## src/rtl/gpio_pkg.sv

```systemverilog
// gpio_pkg: shared definitions for the Wishbone GPIO port.
//   - register offset constants (word offset = adr_i[3:2])
//   - edge_mode_t: which debounced transitions set EDGE bits
//   - wb_state_t: bus response FSM states
//   - byteMask/byteMerge: byte-lane helpers for sel_i-qualified writes
package gpio_pkg;

  localparam logic [1:0] GPIO_OUT   = 2'd0;
  localparam logic [1:0] GPIO_IN    = 2'd1;
  localparam logic [1:0] GPIO_EDGE  = 2'd2;
  localparam logic [1:0] GPIO_IRQEN = 2'd3;

  typedef enum logic [1:0] {
    EDGE_NONE = 2'b00,
    EDGE_RISE = 2'b01,
    EDGE_FALL = 2'b10,
    EDGE_BOTH = 2'b11
  } edge_mode_t;

  typedef enum logic {
    IDLE = 1'b0,
    RESP = 1'b1
  } wb_state_t;

  // Expands the four byte enables into a 32-bit lane mask.
  function automatic logic [31:0] byteMask(input logic [3:0] sel);
    logic [31:0] mask;
    mask = '0;
    for (int i = 0; i < 4; i++) begin
      mask[8*i +: 8] = {8{sel[i]}};
    end
    return mask;
  endfunction

  // Replaces the enabled byte lanes of oldVal with those of newVal.
  function automatic logic [31:0] byteMerge(input logic [31:0] oldVal,
                                            input logic [31:0] newVal,
                                            input logic [3:0]  sel);
    logic [31:0] mask;
    mask = byteMask(sel);
    return (oldVal & ~mask) | (newVal & mask);
  endfunction

endpackage

```

## src/rtl/gpio_debounce.sv

```systemverilog
// gpio_debounce: per-bit input conditioning for the GPIO input port.
//   Each bit passes a 2-flop synchroniser, then a debouncer that accepts a
//   new level only after it has differed from the current stable level for
//   CYCLES+1 consecutive clocks (CYCLES=0 leaves just the synchroniser plus
//   one register stage).
// Ports:
//   clock, reset  - block clock, synchronous active-high reset
//   i_raw         - asynchronous raw inputs
//   o_stable      - debounced level
//   o_changed     - one-cycle pulse on bits whose o_stable just changed
module gpio_debounce
  import gpio_pkg::*;
#(
  parameter int CYCLES = 16,
  parameter int WIDTH  = 13
) (
  input  logic             clock,
  input  logic             reset,
  input  logic [WIDTH-1:0] i_raw,
  output logic [WIDTH-1:0] o_stable,
  output logic [WIDTH-1:0] o_changed
);

  localparam int CW = (CYCLES > 0) ? $clog2(CYCLES + 1) : 1;
  localparam logic [CW-1:0] LIMIT = CW'(CYCLES);

  logic [WIDTH-1:0] r_sync1;
  logic [WIDTH-1:0] r_sync2;
  logic [WIDTH-1:0] r_stable;
  logic [WIDTH-1:0] r_changed;
  logic [CW-1:0]    r_count [WIDTH];

  always_ff @(posedge clock) begin
    if (reset) begin
      r_sync1 <= '0;
      r_sync2 <= '0;
    end else begin
      r_sync1 <= i_raw;
      r_sync2 <= r_sync1;
    end
  end

  // The counter only runs while the synchronised level disagrees with the
  // stable level; any agreement restarts it, so short glitches die out.
  // Reaching LIMIT commits the new level and clears the counter, so it can
  // never wrap.
  always_ff @(posedge clock) begin
    if (reset) begin
      r_stable  <= '0;
      r_changed <= '0;
      for (int i = 0; i < WIDTH; i++) begin
        r_count[i] <= '0;
      end
    end else begin
      for (int i = 0; i < WIDTH; i++) begin
        r_changed[i] <= 1'b0;
        if (r_sync2[i] == r_stable[i]) begin
          r_count[i] <= '0;
        end else if (r_count[i] == LIMIT) begin
          r_stable[i]  <= r_sync2[i];
          r_changed[i] <= 1'b1;
          r_count[i]   <= '0;
        end else begin
          r_count[i] <= r_count[i] + CW'(1);
        end
      end
    end
  end

  assign o_stable  = r_stable;
  assign o_changed = r_changed;

endmodule

```

## src/rtl/wb_gpio_port.sv

```systemverilog
// wb_gpio_port: Wishbone GPIO slave with output port, debounced input port,
// per-bit edge capture and a maskable level interrupt.
//   Registers (word offset adr_i[3:2]): 0 OUT rw, 1 IN ro, 2 EDGE w1c,
//   3 IRQ_EN rw. Bits above the port widths read 0 and ignore writes.
// Ports:
//   clock, reset          - bus/block clock, synchronous active-high reset
//   adr_i, dat_i, sel_i,
//   we_i, stb_i, cyc_i    - Wishbone request
//   dat_o, ack_o, err_o   - Wishbone response (registered, one cycle)
//   gpio_in               - raw asynchronous inputs
//   gpio_out              - registered output port
//   irq                   - registered OR of EDGE & IRQ_EN
module wb_gpio_port
  import gpio_pkg::*;
#(
  parameter int          OUT_WIDTH       = 10,
  parameter int          IN_WIDTH        = 13,
  parameter logic [31:0] RESET_PAT       = 32'h0,
  parameter int          DEBOUNCE_CYCLES = 16,
  parameter logic [1:0]  EDGE_MODE       = 2'b01
) (
  input  logic                 clock,
  input  logic                 reset,
  input  logic [31:0]          adr_i,
  input  logic [31:0]          dat_i,
  input  logic [3:0]           sel_i,
  input  logic                 we_i,
  input  logic                 stb_i,
  input  logic                 cyc_i,
  output logic [31:0]          dat_o,
  output logic                 ack_o,
  output logic                 err_o,
  input  logic [IN_WIDTH-1:0]  gpio_in,
  output logic [OUT_WIDTH-1:0] gpio_out,
  output logic                 irq
);

  localparam logic [OUT_WIDTH-1:0] OUT_RESET = RESET_PAT[OUT_WIDTH-1:0];
  localparam edge_mode_t MODE    = edge_mode_t'(EDGE_MODE);
  localparam bit         RISE_EN = (MODE == EDGE_RISE) || (MODE == EDGE_BOTH);
  localparam bit         FALL_EN = (MODE == EDGE_FALL) || (MODE == EDGE_BOTH);

  wb_state_t r_state;
  wb_state_t w_nextState;

  logic [OUT_WIDTH-1:0] r_out;
  logic [IN_WIDTH-1:0]  r_edge;
  logic [IN_WIDTH-1:0]  r_irqEn;
  logic                 r_irq;
  logic                 r_ack;
  logic                 r_err;
  logic [31:0]          r_dat;

  logic [IN_WIDTH-1:0]  w_stable;
  logic [IN_WIDTH-1:0]  w_changed;
  logic [IN_WIDTH-1:0]  w_edgeSet;
  logic [IN_WIDTH-1:0]  w_edgeClr;
  logic                 w_request;
  logic [1:0]           w_offset;
  logic [31:0]          w_readData;
  logic                 w_ackNext;
  logic                 w_errNext;
  logic [31:0]          w_datNext;
  logic                 w_doWrite;
  logic                 w_unusedAdr;

  gpio_debounce #(
    .CYCLES (DEBOUNCE_CYCLES),
    .WIDTH  (IN_WIDTH)
  ) u_debounce (
    .clock     (clock),
    .reset     (reset),
    .i_raw     (gpio_in),
    .o_stable  (w_stable),
    .o_changed (w_changed)
  );

  assign w_request   = cyc_i & stb_i;
  assign w_offset    = adr_i[3:2];
  assign w_unusedAdr = ^{adr_i[31:4], adr_i[1:0]};

  always_comb begin
    w_readData = '0;
    case (w_offset)
      GPIO_OUT:   w_readData[OUT_WIDTH-1:0] = r_out;
      GPIO_IN:    w_readData[IN_WIDTH-1:0]  = w_stable;
      GPIO_EDGE:  w_readData[IN_WIDTH-1:0]  = r_edge;
      GPIO_IRQEN: w_readData[IN_WIDTH-1:0]  = r_irqEn;
    endcase
  end

  // Sitting in RESP for the response cycle blocks a held strobe from being
  // sampled again, giving one response every two cycles.
  always_comb begin
    w_nextState = r_state;
    w_ackNext   = 1'b0;
    w_errNext   = 1'b0;
    w_datNext   = '0;
    w_doWrite   = 1'b0;
    case (r_state)
      IDLE: begin
        if (w_request) begin
          w_nextState = RESP;
          if (we_i && (w_offset == GPIO_IN)) begin
            w_errNext = 1'b1;
          end else begin
            w_ackNext = 1'b1;
            w_datNext = w_readData;
            w_doWrite = we_i;
          end
        end
      end
      RESP:    w_nextState = IDLE;
      default: w_nextState = IDLE;
    endcase
  end

  always_ff @(posedge clock) begin
    if (reset) begin
      r_state <= IDLE;
    end else begin
      r_state <= w_nextState;
    end
  end

  // Listing the set term last in the EDGE update makes a new edge win over
  // a simultaneous write-1-to-clear of the same bit.
  assign w_edgeClr = (w_doWrite && (w_offset == GPIO_EDGE))
                   ? IN_WIDTH'(dat_i & byteMask(sel_i)) : '0;
  assign w_edgeSet = w_changed & (({IN_WIDTH{RISE_EN}} & w_stable) |
                                  ({IN_WIDTH{FALL_EN}} & ~w_stable));

  always_ff @(posedge clock) begin
    if (reset) begin
      r_ack   <= 1'b0;
      r_err   <= 1'b0;
      r_dat   <= '0;
      r_out   <= OUT_RESET;
      r_edge  <= '0;
      r_irqEn <= '0;
      r_irq   <= 1'b0;
    end else begin
      r_ack <= w_ackNext;
      r_err <= w_errNext;
      r_dat <= w_datNext;
      if (w_doWrite && (w_offset == GPIO_OUT)) begin
        r_out <= OUT_WIDTH'(byteMerge(32'(r_out), dat_i, sel_i));
      end
      if (w_doWrite && (w_offset == GPIO_IRQEN)) begin
        r_irqEn <= IN_WIDTH'(byteMerge(32'(r_irqEn), dat_i, sel_i));
      end
      r_edge <= (r_edge & ~w_edgeClr) | w_edgeSet;
      r_irq  <= |(r_edge & r_irqEn);
    end
  end

  assign dat_o    = r_dat;
  assign ack_o    = r_ack;
  assign err_o    = r_err;
  assign gpio_out = r_out;
  assign irq      = r_irq;

endmodule

```

## config.mk

```make
export PLATFORM = sky130hd
export DESIGN_NAME = wb_gpio_port
export DESIGN_NICKNAME = d
export VERILOG_FILES = /design/src/rtl/gpio_pkg.sv /design/src/rtl/gpio_debounce.sv /design/src/rtl/wb_gpio_port.sv
export SDC_FILE = /design/constraint.sdc
export NUM_CORES = 1
export LEC_CHECK = 0
export BUFFER_PORTS_ARGS = -buffer_cell sky130_fd_sc_hd__buf_4
export CORE_MARGIN = 2
export CORE_UTILIZATION = 40
export CTS_BUF_LIST = sky130_fd_sc_hd__clkbuf_2
export CTS_CLUSTER_DIAMETER = 100
export CTS_CLUSTER_SIZE = 12
export DETAILED_ROUTE_END_ITERATION = 10
export PLACE_DENSITY = 0.66
export SLEW_MARGIN = 10
export SYNTH_ARGS = -nofsm -noshare
export SYNTH_HDL_FRONTEND = slang
export SYNTH_SLANG_ARGS = --single-unit
```

## constraint.sdc

```tcl
create_clock -name clock -period 1.65 [get_ports clock]
set_clock_uncertainty 0.05 [all_clocks]
set_input_delay 0.2475 -clock clock [delete_from_list [all_inputs] [get_ports clock]]
set_output_delay 0.2475 -clock clock [all_outputs]
set_load 0.02 [all_outputs]
```

# --- Yosys cells after proc, flatten, opt, wreduce, memory -nomap -nowiden ---
# Memories as Yosys holds them, arrays and structs flattened.
# Index checks and enable logic that the tools add are counted.
classes:
  n_addsub: 13
  eq_ne: 29
  n_mux: 194
  n_bitwise: 66
  n_reduce_logical: 21
op_table:
  columns: ["cell", "count"]
  rows:
  - ["two-way mux 5 bit", 39]
  - ["two-way mux 1 bit", 151]
  - ["adder 5 x 1 -> 5 bit (second input constant)", 13]
  - ["AND 13 bit", 5]
  - ["== test 5 bit (second input constant)", 13]
  - ["one-hot mux 10 bit (4 select lines)", 1]
  - ["OR 1 bit", 39]
  - ["NOT 13 bit", 2]
  - ["OR 13 bit", 2]
  - ["AND reduction 2 bit", 13]
  - ["NOT 1 bit", 15]
  - ["== test 1 bit", 13]
  - ["two-way mux 13 bit", 1]
  - ["OR reduction 13 bit", 1]
  - ["AND 10 bit", 1]
  - ["OR 10 bit", 1]
  - ["one-hot mux 3 bit (3 select lines)", 1]
  - ["== test 2 bit (second input constant)", 2]
  - ["logical AND 1 bit", 4]
  - ["OR reduction 4 bit", 1]
  - ["OR reduction 3 bit", 1]
  - ["== test 2 x 1 -> 1 bit (second input constant)", 1]
  - ["logical NOT 2 bit", 1]
  - ["one-hot mux 1 bit (2 select lines)", 1]
  - ["AND 1 bit", 1]
word_totals:
  regBits: 124
  ram_bits: 65
  in_bits: 86
  output_inout_bits: 45
  wordCells: 349
  mem_count: 1
mem_list:
  columns: ["memory", "depth", "width", "read_ports", "rd_ports_with_merged_regs", "wr", "line_no", "source"]
  rows:
  - ["u_debounce.r_count", 13, 5, 13, 0, 13, "gpio_debounce.sv:31", "logic [CW-1:0] r_count [WIDTH];"]

# --- Logic depth before layout (Yosys ltp) ---
# Gate-level depths: netlist of run 1.
logic_depth:
  word_depth: 10
  depth_mapped: 5
  ltp_nobuf: 5

# --- Cells and area by module ---
# Synthesis of run 1 repeated with hierarchy kept, for this count alone.
hier_totals:
  cells_unflattened: 666
  area_unflattened_um2: 7861.3
modules_own_cells:
  columns: ["module", "instances", "cells_per_inst", "area_each_um2", "seq_area_each_um2"]
  rows:
  - ["gpio_debounce", 1, 430, 5336.4, 2992.9]
  - ["wb_gpio_port", 1, 236, 2524.9, 1061.0]

# --- Worst setup path after synthesis of run 1 ---
# Ideal clock, no wire load.
synth_path:
  path_type: "register to register"
  from: "memory u_debounce.r_count[0][15] (netlist bit)"
  to: "memory u_debounce.r_count[0][17] (netlist bit) (data pin)"
  setup_time_ns: 0.258
  arrival_time_ns: 1.000
  required_ns: 1.342
  setup_slack_ns: 0.342
  stages_incl_launch_ff: 6
  path_buffers: 0
  period_less_slack_ns: 1.308
  cell_sequence: "edfxtp_1 > inv_1 > ha_1 > nand4bb_1 > nand3b_1 > nor2_1"
synth_lines:
  columns: ["element", "line_no"]
  rows:
  - ["start: declaration", "gpio_debounce.sv:31"]

# --- Worst setup path after layout of run 1 ---
layout_path:
  from: "register r_state"
  to: "register r_err, in the netlist err_o"
layout_via:
  elab_chain_cells: 1
layout_rtl:
  columns: ["element", "line_no", "source"]
  rows:
  - ["start: declaration", "wb_gpio_port.sv:43", "wb_state_t r_state;"]
  - ["start signal: assignment", "wb_gpio_port.sv:122", "r_state <= w_nextState;"]
  - ["OR reduction 3 bit (no line)", null, null]
  - ["end signal: assignment", "wb_gpio_port.sv:144", "r_err <= w_errNext;"]
  - ["end: declaration", "wb_gpio_port.sv:51", "logic r_err;"]
# Every way passes these cells.
# A chain may end at the register's enable or synchronous reset.

==> results of run 1 <==
==> critical path: stages, from the launching register on <==
cell           delay [ns]
dfxtp_1              0.35
and4bb_2             0.42
and3_1               0.18
dlygate4sd3_1        0.53
==> cell type report <==
| type | instances | area, um^2 |
|---|---|---|
| inverters | 40 | 150 |
| well taps | 234 | 293 |
| clock inverters | 12 | 146 |
| repair buffers | 121 | 1110 |
| flip-flops and latches | 170 | 4080 |
| diodes | 3 | 7.51 |
| fillers | 1679 | 9370 |
| multi-input cells | 499 | 3450 |
| clock buffers | 20 | 100 |
==> timing repair <==
item	4_1_cts	5_1_grt
buffers inserted	4	1
resized for setup	11	24
gates cloned	0	0
setup endpoints to repair	10	17
hold buffers	46	0
hold endpoints to repair	97	0
==> logic make-up after synthesis <==
family          Yosys count  synth area share
xor+xnor                 52            0.0597
other cells               2          0.000984
flops                   170             0.531
fa+ha+maj                26            0.0426
buf+inv                  81            0.0572
mux                      49            0.0812
simple gates            252             0.186
compound gates           36            0.0403
==> layer usage <==
metal | share of wire | vias up
met2 | 0.46 | 88
li1 | - | 2566
met4 | 0.0081 | 0
met3 | 0.040 | 7
met1 | 0.49 | 2303
met5 | 0 | -
==> placed cells by master (no fill, tap or decap), types with 5 or more instances in the layout <==
| cell | count |
|---|---|
| a21oi_1 | 13 |
| a22oi_1 | 6 |
| a311oi_1 | 5 |
| a311oi_2 | 8 |
| and3_1 | 13 |
| buf_4 | 56 |
| buf_6 | 17 |
| clkbuf_2 | 20 |
| conb_1 | 84 |
| dfxtp_1 | 88 |
| dfxtp_2 | 16 |
| dlygate4sd3_1 | 46 |
| edfxtp_1 | 65 |
| ha_1 | 26 |
| inv_1 | 40 |
| mux2i_1 | 36 |
| mux4_2 | 10 |
| nand2_1 | 14 |
| nand2b_1 | 43 |
| nand3_1 | 26 |
| nand3b_1 | 14 |
| nand4bb_1 | 13 |
| nor2_1 | 89 |
| nor2b_1 | 26 |
| nor3b_1 | 6 |
| xnor2_1 | 13 |
| xor2_1 | 39 |
==> final timing paths <==
kind                                             start                      to  slack, ns  cells after the start
worst min-delay path                          dat_i[9]               r_edge[9]       0.20                      3
worst max register to register                 r_state                   err_o       0.09                      3
worst max-delay path                           r_state                   err_o       0.09                      3
worst min register to register  u_debounce.r_sync1[12]  u_debounce.r_sync2[12]       0.38                      1
==> synthesized netlist by cell type, types with 3 or more instances <==
cell type / number / area, um^2
dfxtp_1: 105 / 2100
nor2_1: 89 / 334
edfxtp_1: 65 / 1950
nand2b_1: 43 / 269
inv_1: 40 / 150
xor2_1: 39 / 342
mux2i_1: 36 / 360
ha_1: 26 / 325
nand3_1: 26 / 130
nor2b_1: 26 / 163
buf_4: 20 / 150
nand2_1: 14 / 52.6
nand3b_1: 14 / 105
a21oi_1: 13 / 65.1
and3_1: 13 / 81.3
nand4bb_1: 13 / 146
xnor2_1: 13 / 114
mux4_2: 10 / 225
a311oi_2: 8 / 120
clkbuf_1: 8 / 30.0
a22oi_1: 6 / 45.0
nor3b_1: 6 / 45.0
a311oi_1: 5 / 43.8
buf_2: 5 / 25.0
buf_6: 5 / 56.3
mux2_1: 3 / 33.8
==> power by group through the flow <==
stage | Clock (mW) | Sequential, mW | Combinational (mW)
detailed placement | 0 | 4.64 | 0.495
global route | 2.53 | 4.57 | 0.659
CTS | 2.36 | 4.56 | 0.583
global placement | 0 | 4.64 | 0.492
finish | 2.27 | 4.55 | 0.586
floorplan | 0 | 4.62 | 0.390
==> impl_results.md, run 1 <==
- Run status: complete, no violations
- Die Height: 142 um
- CTS buffer count: 17
- Hold Crit Class: in -> reg
- Final Non-Filler Cells: 1099
- Pre-CTS setup slack: 0.176 ns
- NetSw: 1.78 mW
- Critical path type: reg -> reg
- Leakage: 3.93 nW
- Max Freq: 640 MHz
- Clock sink count: 170
- Utilization after layout: 0.499
- Req. time, crit path: 2.27 ns
- First-pass GRT wire length: 22.6 mm
- Switch share: 0.240
- Drt initial violations: 179
- Average instance area after synthesis: 11.4 um^2
- Global routing usage on met3: 0.0397
- Period minus WS final: 1.56 ns
- Io pins: 131
- Die ar.: 20200 um^2
- Seq pwr share: 0.615
- Period utilisation layout: 0.947
- Internal: 5.63 mW
- Vias per cell: 4.52
- Post-Route WL: 13.7 mm
- Global route overflow: 0
- Nets@finish: 961
- Fraction of layout cells with a size suffix above 1: 0.171
- # placed instances: 1013
- Tot Pwr: 7.41 mW
- Worst-Skew Late Latency: 0.73 ns
- Comb power frac: 0.079
- Final Cell Area: 9330 um^2
- CTS tree: yes
- Hold violation total from the final report: 0
- Pwr Density: 794 nW/um^2
- Post-synth EDFFs: 65
- Synth async-reset ratio: 0
- Antenna-violating nets left: 0
- Initial Utilization: 0.408
- PortBufs: 60
- Main flop type after synthesis: dfxtp_1
- Met1 Track Usage GR: 0.191
- Placeable Area: 18700 um^2
- Worst hold slack: 0.202 ns
- Routed vias: 4964
- Wire length per cell: 12.4 um
- Synth warn: 0
- Max-cap violation count: 0
- Met2 Usage GRT: 0.223
- CP Capture Type: flip-flop
- Clock power share: 0.306
- Row cnt: 50
- TNS Setup: 0 ns
- Fin worst setup slack: 0.0880 ns
- Sequential cell area fraction in the yosys report: 0.531
- CP max FO: 13
- Detailed Routing Iterations Pass 1: 4
- Cell Area, Placed: 8490 um^2
- DP Wirelength: 9.70 mm
- Root Driver: clkbuf_2
- Setup crit start kind: flip-flop
- Die Wd: 142 um
- Total GRT Usage: 0.142
- Gr busiest metal: met2
- Vias in the first global route: 4703
- Final Wtd Congestion: 0.763
- DR DRC count: 0
- Largest net degree at the start of global routing: 59
- Clock transition at path regs: 0.24 ns
- Slew Viols, Final: 0
- Mapped cell area: 7630 um^2
- Critical Path AT: 2.18 ns
- Peak supply drop: 0.000344 V
- Mapped Cells: 668
- Htree depth: 4
- Area grow syn2layout: 22.3%
- Netlist cell types: 41
- Finish-stage setup viols: 0
- CTS max path bufs: 2
- RSZ-0062 raised after global routing: yes
- Synth Register Bits: 170
- Initial antenna violation count: 3
No activity file was read; power rests on OpenSTA's default activity.
==> run 2: changes to the inputs <==
- ABC_AREA: default -> 1
- CORE_MARGIN: 2 -> 1.5
- GPL_ROUTABILITY_DRIVEN: default -> 0
==> impl_results.md, run 2 <==
- Finish-stage setup viols: 0 (unchanged)
- Area grow syn2layout: 20.8%
- First-pass GRT wire length: 25.9 mm (+15%)
- Routed vias: 6066 (+22%)
- Critical Path AT: 2.09 ns (-0.09 ns)
- Req. time, crit path: 2.22 ns (-0.05 ns)
- Htree depth: 4 (unchanged)
- Period minus WS final: 1.52 ns (-0.0404 ns)
- RSZ-0062 raised after global routing: yes
- Largest family of logic cells by synthesized area: simple AND/OR/NAND/NOR gates
- Clock transition at path regs: 0.23 ns (about the same)
- Detailed Routing Iterations Pass 1: 4 (unchanged)
- Pwr Density: 778 nW/um^2 (-2.0%)
- Run status: complete, no violations
- Period utilisation layout: 0.922 (-0.0245)
- Commonest non-fill, non-tap cells in the layout: nor2_1, nand2_1, inv_1
- Synth cell count leaders: nor2_1, nand2_1, inv_1
- PortBufs: 60 (unchanged)
- Simple-gate share of the synthesized area: 0.254 (+0.0672)
- CP Launch Point: adr_i[3]
- Die Height: 143 um (+0.92%)
- Io pins: 131 (unchanged)
- Largest net degree at the start of global routing: 27 (-54%)
- Pre-CTS setup slack: 0.195 ns (+0.0195 ns)
- Total GRT Usage: 0.160 (+0.0184)
- Ranking of synthesized cells by area: dfxtp_1, edfxtp_1, nor2_1
- Post-synthesis mux area share: 0 (-0.0812)
- Slew Viols, Final: 0 (unchanged)
- Netlist cell types: 35 (-15%)
- Fraction of the mapped netlist area in adder cells: 0.0413 (-0.00139)
- Synth async-reset ratio: 0 (unchanged)
- Average instance area after synthesis: 8.41 um^2 (-26%)
- Drt initial violations: 293 (+64%)
- DP Wirelength: 10.8 mm (+11%)
- Initial antenna violation count: 1 (-2)
- Mapped Cells: 938 (+40%)
- Leakage: 4.38 nW (+12%)
- TNS Setup: 0 ns (unchanged)
- Hold violation total from the final report: 0 (unchanged)
- Worst-Skew Late Latency: 0.72 ns (about the same)
- Setup crit start kind: input pin
- Antenna-violating nets left: 0 (unchanged)
- Sequential cell area fraction in the yosys report: 0.514 (-0.0174)
- Peak supply drop: 0.000438 V (+27%)
- CTS buffer count: 17 (unchanged)
- Cell with the most instances after synthesis: nor2_1
- Commonest non-fill, non-tap cell in the layout: nor2_1
- Row cnt: 51 (+2.0%)
- Hold_sp: reset
- Mapped cell area: 7890 um^2 (+3.4%)
- Die ar.: 20600 um^2 (+1.9%)
- CTS max path bufs: 2 (unchanged)
- CTS tree: yes
- CP Capture Type: flip-flop
- Main flop type after synthesis: dfxtp_1
- Synth Register Bits: 170 (unchanged)
- Critical path type: in -> reg
- Synth warn: 0 (unchanged)
- Placeable Area: 19400 um^2 (+3.7%)
- Hold Crit Class: in -> reg
- Root Driver: clkbuf_2
- Area share of the largest cell type after synthesis: 0.267 (-0.00901)
- Wire length per cell: 10.8 um (-13%)
- Post-Route WL: 15.1 mm (+11%)
- Max-cap violation count: 0 (unchanged)
- Post-synth EDFFs: 65 (unchanged)
- Post-synth top area cell: dfxtp_1
- Global route overflow: 0 (unchanged)
- Die Wd: 143 um (+0.92%)
- Vias in the first global route: 5707 (+21%)
- Nets@finish: 1230 (+28%)
- Clock sink count: 170 (unchanged)
- Vias per cell: 4.34 (-3.9%)
- Compound-Gate Fraction of Synth Area: 0.0351 (-0.00529)
- Initial Utilization: 0.407 (-0.00129)
- DR DRC count: 0 (unchanged)
- CP max FO: 9 (-4)
- Max Freq: 657 MHz (+2.7%)
- Utilization after layout: 0.491 (-0.00802)
- Fraction of layout cells with a size suffix above 1: 0.122 (-0.0485)
- Xor/xnor share of the synthesized area: 0.0466 (-0.0131)
- Fin worst setup slack: 0.128 ns (+0.0404 ns)
- Reg2reg start: r_state
## run 2: cell count changes after synthesis, sizes merged, moves of 17 or more
| cell | delta |
|---|---|
| inv | +100 |
| nand3 | +34 |
| nor2b | -27 |
| nand2b | -43 |
| nand2 | +161 |
| mux2i | -36 |
| nand4 | +22 |
| nor3 | +17 |
| nor2 | +86 |
| o21ai | +25 |
## run 2: routing by layer
metal  part of all wire  routed length (um)  track usage
met4              0.012                 180       0.0585
met1               0.48                7200        0.203
met2               0.47                7080        0.264
met3              0.043                 653       0.0393
met5                  0                   0            0
## run 2: through the flow
stage / cell area (um^2) / total power, mW / hold WS, ns / std cells
after floorplan: 8190 / 5.17 / 0.304 / 1020
after global placement: 8750 / 5.32 / 0.342 / 1312
after detailed placement: 8750 / 5.34 / 0.342 / 1312
after CTS: 9470 / 7.49 / 0.211 / 1394
after global routing: 9520 / 7.78 / 0.258 / 1397
final: 9520 / 7.41 / 0.326 / 1397
## run 2: final cells by class
| cell class | count | area, um^2 |
|---|---|---|
| Fill cell | 1908 | 9880 |
| Sequential cell | 170 | 4070 |
| Multi-Input combinational cell | 665 | 3290 |
| Timing Repair Buffer | 123 | 1090 |
| Inverter | 141 | 536 |
| Tap cell | 265 | 332 |
| Clock buffer | 22 | 110 |
| Clock inverter | 10 | 100 |
| Antenna cell | 1 | 2.50 |
## run 2: cells by family after synthesis
kind of cell | after synthesis
AND/OR/NAND/NOR | 459
buffers and inverters | 185
flip-flops | 170
AO/OA/AOI/OAI | 54
XOR/XNOR | 42
adder cells (fa/ha/maj) | 26
other | 2
## run 2: worst paths after layout
check,end,slack [ns],cells past startpoint
worst max-delay path,flip-flop,0.13,7
worst min register to register,u_debounce.r_sync2[4],0.35,2
worst min-delay path,r_edge[3],0.33,3
worst max register to register,flip-flop,0.17,7
## run 2: timing repair
item	CTS	global route
resized for setup	8	12
pin swaps	0	0
hold buffers	49	0
setup endpoints to repair	7	12
hold endpoints to repair	93	0
setup buffers	1	2
## run 2: critical path: stages
cell and delay (ns):
dlygate4sd3_1 0.55, buf_4 0.21, nor2_8 0.13, dlygate4sd3_1 0.67, nand4_1 0.13, nand2_1 0.09
nor2_1 0.05
## run 2: where the power goes
group          internal (mW)  total, mW  switching, mW  leakage, nW
logic                  0.306      0.750          0.444         2.71
registers               4.50       4.60          0.101         1.53
clock network          0.704       2.06           1.35        0.139
==> run 3: changes to the inputs <==
- SYNTH_HIERARCHICAL: default -> 1
==> impl_results.md, run 3 <==
- # placed instances: 1435 (+9.4%)
- Max-cap violation count: 0 (unchanged)
- Average instance area after synthesis: 7.64 um^2 (-9.1%)
- Req. time, crit path: 2.29 ns (+0.07 ns)
- Worst Tran Pin Value: 0.587 ns
- Area share of the largest cell type after synthesis: 0.258 (-0.00828)
- Run status: complete, no violations
- Peak supply drop: 0.000481 V (+9.9%)
- Die ar.: 21200 um^2 (+3.1%)
- Initial antenna violation count: 1 (unchanged)
- Cell with the most instances after synthesis: nand2_1
- Slew Viols, Final: 0 (unchanged)
- Netlist cell types: 28 (-20%)
- Area grow syn2layout: 21.1%
- PortBufs: 60 (unchanged)
- Synth cell count leaders: nand2_1, nor2_1, inv_1
- RSZ-0062 raised after global routing: yes
- Final Non-Filler Cells: 1514 (+8.4%)
- Root Driver: clkbuf_2
- Cell Area, Placed: 9030 um^2 (+3.2%)
- Critical path type: in -> reg
- Largest net degree at the start of global routing: 53 (+96%)
- Io pins: 131 (unchanged)
- CP Capture Type: flip-flop
- Hold violation total from the final report: 0 (unchanged)
- Fillers: 1937 (+1.5%)
- Synth async-reset ratio: 0 (unchanged)
- Pre-CTS setup slack: 0.119 ns (-0.0757 ns)
- Clock transition at path regs: 0.23 ns (about the same)
- CP max FO: 8 (-1)
- Commonest non-fill, non-tap cell in the layout: nand2_1
- Global route overflow: 0 (unchanged)
- Worst path slowest cell: dlygate4sd3_1
- Worst-Skew Late Latency: 0.73 ns (about the same)
- Row cnt: 51 (unchanged)
- Critical path, cell by cell: dlygate4sd3_1, buf_4, nand2_1, dlygate4sd3_1, nor3_4, nand2_4, inv_2, o21a_1
- Max-slew headroom: 0.608
- Vias in the first global route: 6259 (+9.7%)
- Total GRT Usage: 0.159 (-0.000576)
- Ranking of synthesized cells by area: dfxtp_1, edfxtp_1, nand2_1
- Detailed Routing Iterations Pass 1: 5 (+1)
- Routed vias: 6688 (+10%)
- Vias per cell: 4.42 (+1.7%)
- Drt initial violations: 343 (+17%)
- Die Height: 146 um (+1.6%)
- Period minus WS final: 1.59 ns (+0.0662 ns)
- Synth warn: 6 (+6)
- Post-Route WL: 16.3 mm (+7.6%)
- Htree depth: 4 (unchanged)
- CTS max path bufs: 2 (unchanged)
- Wire length per cell: 10.7 um (-0.70%)
- Placeable Area: 19700 um^2 (+1.6%)
- Fin worst setup slack: 0.0622 ns (-0.0662 ns)
- First-pass GRT wire length: 27.8 mm (+7.5%)
- Sequential cell area fraction in the yosys report: 0.498 (-0.0160)
- WHS Path Cells: 7 (+4)
- CTS buffer count: 17 (unchanged)
- Period utilisation layout: 0.962 (+0.0401)
- Post-synth top area cell: dfxtp_1
- Worst stage delay on the critical path: 0.65 ns (-0.02 ns)
- Max Freq: 630 MHz (-4.2%)
- Most frequent CP cell: dlygate4sd3_1
- Mapped Cells: 1065 (+14%)
- DP Wirelength: 11.2 mm (+4.3%)
- Pwr Density: 787 nW/um^2 (+1.2%)
- Initial Utilization: 0.413 (+0.00624)
- Leakage: 4.72 nW (+7.7%)
- Post-synth EDFFs: 65 (unchanged)
- Synth Register Bits: 170 (unchanged)
- Antenna-violating nets left: 0 (unchanged)
- Final Cell Area: 9860 um^2 (+3.5%)
- CTS tree: yes
- Reg2reg path depth: 7 (unchanged)
- Fraction of layout cells with a size suffix above 1: 0.108 (-0.0138)
- Nets@finish: 1347 (+9.5%)
- Clock sink count: 170 (unchanged)
- Setup crit start kind: input pin
- Main flop type after synthesis: dfxtp_1
- Mapped cell area: 8140 um^2 (+3.2%)
- Tot Pwr: 7.76 mW (+4.7%)
- Critical Path AT: 2.23 ns (+0.14 ns)
- Commonest non-fill, non-tap cells in the layout: nand2_1, nor2_1, inv_1
- Finish-stage setup viols: 0 (unchanged)
- Die Wd: 146 um (+1.6%)
- DR DRC count: 0 (unchanged)
- Hold Crit Class: in -> reg
## run 3: changes by cell type after synthesis, moves of 5 or more
cell      before  now
nand2_1      168  271
inv_1        134  170
nand4_1       23   52
nor2_1       173  201
xor2_1        28    0
o21ai_0       21    6
a21oi_1       24   16
buf_6          8    0
buf_4         21   26
clkbuf_1       1    6
or2_2          5    0
## run 3: cell type report
type | instances | area [um^2] | area share
sequential | 170 | 4080 | 0.414
multi-input combinational | 758 | 3470 | 0.352
timing repair buffer | 113 | 1050 | 0.106
inverter | 175 | 657 | 0.0666
tap | 265 | 332 | 0.0336
clock inverter | 13 | 174 | 0.0176
clock buffer | 19 | 95.1 | 0.00965
antenna | 1 | 2.50 | 0.000254
## run 3: layer usage
layer / up-vias / GRT usage / wire [um]
li1: 3560 / - / -
met1: 2972 / 0.209 / 7830
met4: 0 / 0.0490 / 180
met2: 141 / 0.263 / 7550
met5: - / 0 / 0
met3: 15 / 0.0335 / 699
## run 3: through the flow
step           TNS [ns]  utilization  hold slack (ns)
2_1_floorplan         0            -            0.291
3_3_place_gp          0        0.458            0.345
3_5_place_dp          0        0.458            0.345
4_1_cts               0        0.494           0.0771
5_1_grt          -0.235        0.500            0.121
6_report              0        0.500            0.170
## run 3: cells by family (layout without fill, tap and decap cells)
logic type / Yosys count / after routing / share of synthesized area
AOI/OAI and AO/OA: 30 / 30 / 0.0201
xor gates and xnor gates: 13 / 13 / 0.0140
adders and majority gates: 26 / 26 / 0.0400
buffers and inverters: 219 / 320 / 0.115
DFF: 170 / 170 / 0.498
other: 2 / 85 / 0.000923
and+or+nand+nor: 605 / 605 / 0.312
## run 3: worst max-delay path: cells and delay by family
| family | cells | cell delay (ns) |
|---|---|---|
| buffers and inverters | 4 | 1.41 |
| AO/OA/AOI/OAI | 1 | 0.15 |
| AND/OR/NAND/NOR | 3 | 0.42 |
## run 3: power by group
part	switching (mW)	internal, mW	leakage, nW	total (mW)
Combinational	0.437	0.292	3.02	0.729
Sequential	0.123	4.49	1.53	4.61
Clock	1.41	0.999	0.167	2.41
## run 3: repair_timing
action	4_1_cts	5_1_grt
pin swaps	0	1
resized for setup	8	32
cloned	0	0
endpoints found under the setup margin	7	23
setup buffers	0	4
hold buffers	42	0
endpoints found under the hold margin	96	0
## run 3: path summary, 6_finish.rpt
kind	slack, ns	start	end
setup / recovery	0.06	stb_i	dat_o[5]
hold / removal	0.17	cyc_i	flip-flop
setup reg to reg	0.17	u_debounce/r_count[1][15]	u_debounce/r_count[1][19]
hold reg to reg	0.36	u_debounce/r_sync1[1]	u_debounce/r_sync2[1]
